$ cat config.mk
export PLATFORM = sky130hd
export DESIGN_NAME = instruction_decoder
export DESIGN_NICKNAME = d
export VERILOG_FILES = /design/src/rtl/instruction_decoder.sv
export SDC_FILE = /design/constraint.sdc
export NUM_CORES = 1
export LEC_CHECK = 0
export ABC_AREA = 1
export BUFFER_PORTS_ARGS = -buffer_cell sky130_fd_sc_hd__buf_4
export CAP_MARGIN = 10
export CORE_MARGIN = 4
export CORE_UTILIZATION = 45
export CTS_BUF_LIST = sky130_fd_sc_hd__clkbuf_8
export DETAILED_ROUTE_END_ITERATION = 8
export PLACE_DENSITY = 0.92
export RECOVER_POWER = 50
export SLEW_MARGIN = 20
export SYNTH_ARGS = -nofsm -noshare
export SYNTH_HDL_FRONTEND = slang
export SYNTH_SLANG_ARGS = --single-unit
$ cat constraint.sdc
create_clock -name clk -period 1.8 [get_ports clk]
set_input_delay 0.09 -clock clk [delete_from_list [all_inputs] [get_ports clk]]
set_output_delay 0.09 -clock clk [all_outputs]
set_load 0.02 [all_outputs]
$ cat src/rtl/instruction_decoder.sv
// Decode stage for the 8-bit microprocessor: combinational instruction decode
// plus the sequencer reset synchroniser, zero flag and two-step jump nibble flag.
module instruction_decoder #(
    parameter int SYNC_STAGES = 2
) (
    input  logic       clk,
    input  logic       reset_n,
    input  logic [7:0] pm_data,
    input  logic       alu_zero,
    output logic       sync_reset,
    output logic [7:0] ir,
    output logic       jmp,
    output logic       jmp_nz,
    output logic       dont_jmp,
    output logic       jump_flag,
    output logic [3:0] jmp_addr,
    output logic [7:0] dst_ld,
    output logic [2:0] src_sel,
    output logic       use_imm,
    output logic [3:0] imm,
    output logic       alu_en,
    output logic [2:0] alu_func
);

    typedef struct packed {
        logic       jmp;
        logic       jmp_nz;
        logic [3:0] jmp_addr;
        logic [7:0] dst_ld;
        logic [2:0] src_sel;
        logic       use_imm;
        logic [3:0] imm;
        logic       alu_en;
        logic [2:0] alu_func;
    } ctrl_t;

    logic [SYNC_STAGES-1:0] rst_sync;
    ctrl_t                  dec;

    // Asserts asynchronously, releases only after SYNC_STAGES clean edges.
    always_ff @(posedge clk or negedge reset_n) begin
        if (!reset_n) rst_sync <= '1;
        else          rst_sync <= {rst_sync[SYNC_STAGES-2:0], 1'b0};
    end

    assign sync_reset = rst_sync[SYNC_STAGES-1];

    always_comb begin
        dec = '0;
        if (!sync_reset) begin
            if (!pm_data[7]) begin
                dec.dst_ld  = 8'b1 << pm_data[6:4];
                dec.use_imm = 1'b1;
                dec.imm     = pm_data[3:0];
            end else if (!pm_data[6]) begin
                dec.src_sel = pm_data[2:0];
                // A move onto itself is the NOP encoding.
                if (pm_data[5:3] != pm_data[2:0])
                    dec.dst_ld = 8'b1 << pm_data[5:3];
            end else if (!pm_data[5]) begin
                dec.alu_en   = 1'b1;
                dec.alu_func = pm_data[4:2];
            end else begin
                dec.jmp_addr = pm_data[3:0];
                dec.jmp      = ~pm_data[4];
                dec.jmp_nz   = pm_data[4];
            end
        end
    end

    assign jmp      = dec.jmp;
    assign jmp_nz   = dec.jmp_nz;
    assign jmp_addr = dec.jmp_addr;
    assign dst_ld   = dec.dst_ld;
    assign src_sel  = dec.src_sel;
    assign use_imm  = dec.use_imm;
    assign imm      = dec.imm;
    assign alu_en   = dec.alu_en;
    assign alu_func = dec.alu_func;

    always_ff @(posedge clk or negedge reset_n) begin
        if (!reset_n) begin
            ir        <= 8'h00;
            dont_jmp  <= 1'b0;
            jump_flag <= 1'b0;
        end else begin
            ir <= pm_data;
            if (sync_reset) begin
                dont_jmp  <= 1'b0;
                jump_flag <= 1'b0;
            end else begin
                if (alu_en)         dont_jmp  <= alu_zero;
                if (jmp || jmp_nz)  jump_flag <= ~jump_flag;
            end
        end
    end

endmodule

Word level (Yosys, flattened, before mapping)
Index checks and enable logic that the tools add are counted.
{ "op_classes": {"mux": 16, "n_eq_ne": 1, "n_bitwise": 2, "reduce_logical": 3, "n_shift": 2} }
{ "op_table": {"columns": ["op", "count"], "rows": [
  ["2-to-1 mux 26 bit", 1],
  ["2-to-1 mux 6 bit", 3],
  ["2-to-1 mux 8 bit", 2],
  ["left shift 1 x 3 -> 8 bit (first input constant)", 2],
  ["2-to-1 mux 4 bit", 3],
  ["2-to-1 mux 11 bit", 1],
  ["2-to-1 mux 5 bit", 1],
  ["2-to-1 mux 1 bit", 4],
  ["nonzero test 2 bit", 2],
  ["2-to-1 mux 3 bit", 1],
  ["!= test 3 bit", 1],
  ["NOT 1 bit", 2],
  ["logical OR 1 bit", 1]
]} }
{ "totals": {"wordCells": 28, "input_bits": 11, "output_inout_bits": 37, "reg_bits": 12} }

Longest topological paths before layout
{ "logic_depth": {"ltp_word": 8, "mapped_depth": 8, "depth_no_buf": 7} }

Least setup slack after synthesis
Ideal clock, no wire load.
{ "synth_path": {"path_type": "reg2out", "startpoint": "register rst_sync[1]", "endpoint": "output dst_ld[7]", "arrival_ns": 1.195, "path_buffers": 0, "setup_slack_ns": 0.515, "stages_incl_launch_ff": 4, "t_required_ns": 1.710, "path_cell_list": "dfstp_2 > nor2_2 > inv_2 > o21ai_1"} }
{ "synth_via": {"elab_chain_cells": 1} }
{ "synth_rtl": {"columns": ["element", "line_no", "text"], "rows": [
  ["start, declared", "37", "logic [SYNC_STAGES-1:0] rst_sync;"],
  ["start signal, assigned", "43", "else rst_sync <= {rst_sync[SYNC_STAGES-2:0], 1'b0};"],
  ["2-to-1 mux 26 bit", "50", "if (!sync_reset) begin"],
  ["end, declared", "17", "output logic [7:0] dst_ld,"]
]} }
No other way between the ends.

Worst setup path in the final report
{ "layout_path": {"startpoint": "input pm_data[1]", "endpoint": "output dst_ld[1]"} }
{ "layout_via": {"elab_chain_cells": 5} }
{ "layout_rtl": {"columns": ["element", "line_no", "text"], "rows": [
  ["start, declared", "8", "input logic [7:0] pm_data,"],
  ["!= test 3 bit", "58", "if (pm_data[5:3] != pm_data[2:0])"],
  ["2-to-1 mux 8 bit", "58", null],
  ["2-to-1 mux 11 bit", "55", "end else if (!pm_data[6]) begin"],
  ["2-to-1 mux 8 bit", "51", "if (!pm_data[7]) begin"],
  ["2-to-1 mux 26 bit", "50", null]
]} }
No other way between the ends.

==> summary.md <==
| Metric | Value |
|---|---|
| CTS tree | yes |
| Post-CTS setup buffer count | 0 |
| # setup viols final | 0 |
| # diodes | 0 |
| Fmax | 0.6044 GHz |
| Nets | 176 |
| Crit path DAT | 1560 ps |
| Worst setup path category | input pin to primary output |
| Detailed Place HPWL | 1905 um |
| P_leak | 0.6153 nW |
| Pre-Repair DR Iteration Count | 4 |
| Fin Setup TNS | 0 ps |
| Synth Flop Type | dfrtp_1 |
| Fill cell count | 132 |
| Full die area | 2528 um^2 |
| Hold path depth | 3 |
| Post-DRT Antenna Nets | 0 |
| Slew Viols, Final | 0 |
| Starting Density | 47.11% |
| Gr usage total | 21.37% |
| Critical Path Fanout Max | 8 |
| Die W | 50.28 um |
| Hold_sp | alu_zero |
| Worst Clk Skew | 0.2937 ps |
| CTS Buf Count | 3 |
| Port Buffer Count | 47 |
| Worst Hold Class | input pin to register |
| Reg2reg end | jump_flag$_DFFE_PN0P_ |
| I/O pin count | 48 |
| Routed vias/inst | 5.123 |
| Maximum clock path buffer count | 2 |
| R2R cell count | 4 |
| Mapped Cells | 111 |
| Vias | 958 |
| Sequential-to-total area share from yosys stat | 37.64% |
| Layout overhead on the synthesized area | 51.17% |
| Global-route wire length before repair | 4133 um |
| Layout cells sized above 1 | 38.27% |
| Crit path launch type | input pin |
| Max capacitance violation total | 0 |
| Largest net degree at the start of global routing | 14 |
| Final Critical Period | 1654 ps |
| FP Rows | 15 |
| Async S/R FF share, synth | 100.0% |
| DR DRC count | 0 |
| Core Area | 1708 um^2 |
| Global route overflow | 0 |
| Reg-to-reg slack, setup | 660 ps |
| Synth Area per Inst | 7.248 um^2 |
| RSZ-0062 raised after global routing | no |
| Final hold violation count | 0 |
| Sink of the worst hold path | dont_jmp$_DFFE_PN0P_ |
| CP startpoint | pm_data[1] |
| Gpl congestion | 0.9290 |
| Crit. End Element | primary output |
| Tcrit/Tclk final | 91.91% |
| Critical R2R Launch | rst_sync[1]$_DFF_PN1_ |
| Area of the mapped netlist | 804.5 um^2 |
| PD cells | 647.5 nW/um^2 |
| Drt wl/cell | 14.05 um |
| Synth Register Bits | 12 |
| Slew @ Worst Pin | 633.6 ps |
| Vias in the first global route | 912 |
| VDD IR max | 0.0005038 V |
| CTS Root Cell | clkbuf_8 |
| YS warnings | 0 |
| Post-synth EDFFs | 0 |
| Drt initial violations | 41 |
| CTS Sinks | 12 |
| PnR Total Power | 0.0007874 W |
| Core Util, Final | 71.21% |
| Vert. Die Dim | 50.28 um |
| Max H-tree Level | 1 |
| Run status | completed |
| Post-Syn Nets | 124 |
| Critical Path RT | 1710 ps |
| DRT Wirelength | 2628 um |
| Initial antenna violation count | 0 |
| Clock Latency Late Sink | 240 ps |
| Rel. slew slack | 57.76% |
| Post-synth cell types | 25 |
| Worst-path clk slew | 50 ps |
-- through the flow --
step | setup slack (ps) | instance area (um^2) | hold WS, ps | cells
after floorplan | 514.9 | 804.5 | -205.6 | 111
after global placement | 523.9 | 1165 | -68.65 | 180
after detailed placement | 471.0 | 1165 | -65.10 | 180
after CTS | 35.33 | 1260 | 13.40 | 188
after global routing | 58.47 | 1216 | 61.79 | 187
final | 145.6 | 1216 | 51.37 | 187
-- cell usage in the layout, fill, tap and decap left out --
cell type / synthesis / routed
nor2_2: 2 / 2
clkdlybuf4s25_1: 0 / 1
nand3_2: 1 / 4
nand3_4: 1 / 1
nand2_2: 3 / 5
dlygate4sd3_1: 0 / 3
buf_4: 1 / 31
nor2_4: 1 / 1
o21ai_1: 2 / 2
o21ai_0: 4 / 4
dfrtp_1: 10 / 10
ha_1: 2 / 2
a21oi_1: 4 / 4
nor3_1: 2 / 2
a21oi_2: 2 / 2
nand2_1: 22 / 20
dfstp_2: 2 / 2
clkbuf_8: 0 / 4
nor2_1: 22 / 22
nand3_1: 8 / 5
nor2_8: 1 / 1
clkbuf_1: 0 / 15
conb_1: 1 / 1
nor3_2: 1 / 1
inv_4: 1 / 1
inv_2: 7 / 7
inv_1: 9 / 9
-- registers in the layout, indices dropped and copies added (netlist names) --
signal,flops
jump_flag,1
rst_sync,2
ir,8
dont_jmp,1
-- layout make-up --
class                           count  area [um^2]  area share, %
Inverter                           17        66.31          5.453
Clock buffer                        4        55.05          4.527
Timing Repair Buffer               50        329.1          27.06
Tap cell                           25        31.28          2.572
Multi-Input combinational cell     79        431.7          35.49
Sequential cell                    12        302.8          24.90
-- power breakdown --
group | internal (W) | switching (W)
logic | 0.0000636 | 0.000134
clock network | 0.000193 | 0.000104
registers | 0.000285 | 0.00000727
-- timing repair --
| item | CTS | global route |
|---|---|---|
| hold buffers | 4 | 0 |
| resized for setup | 0 | 6 |
| hold endpoints to repair | 15 | 0 |
| setup endpoints to repair | 0 | 8 |
-- how the worst max path moves through the flow --
stage / end / slack [ps] / cells past startpoint
after detailed placement: dst_ld[7] / 470 / 9
after CTS: dst_ld[7] / 40 / 9
final: dst_ld[1] / 150 / 8
after global placement: dst_ld[7] / 520 / 9
after floorplan: dst_ld[7] / 510 / 3
after global routing: dst_ld[1] / 60 / 8
-- per-layer routing --
layer | routed length [um] | track usage, % | share of wire [%]
met5 | 0 | 0 | 0
met4 | 53 | 6.912 | 2.0
met3 | 261 | 6.231 | 9.9
met2 | 1295 | 37.61 | 49
met1 | 1018 | 24.44 | 39
-- synth_stat cells, types with 3 or more instances --
cell type,instances,share of area (%)
o21ai_0,4,2.5
dfrtp_1,10,31
nand2_1,22,10
nor2_1,22,10
a21oi_1,4,2.5
nand2_2,3,2.3
nand3_1,8,5.0
inv_2,7,3.3
inv_1,9,4.2
-- kinds of logic (layout without fill, tap and decap cells) --
kind of cell / Yosys count / in the layout / synth area share, %
fa+ha+maj: 2 / 2 / 3.110
compound gates: 12 / 12 / 8.399
simple gates: 64 / 64 / 39.19
flops: 12 / 12 / 37.64
other cells: 1 / 1 / 0.4661
buf+inv: 20 / 71 / 11.20
-- worst max-delay path, stage by stage --
cell           delay [ps]
dlygate4sd3_1         540
buf_4                 150
inv_1                 130
a21oi_2                90
nand3_4               160
nand2_1                70
a21oi_1               160
buf_4                 170
No activity file was read; power rests on OpenSTA's default activity.
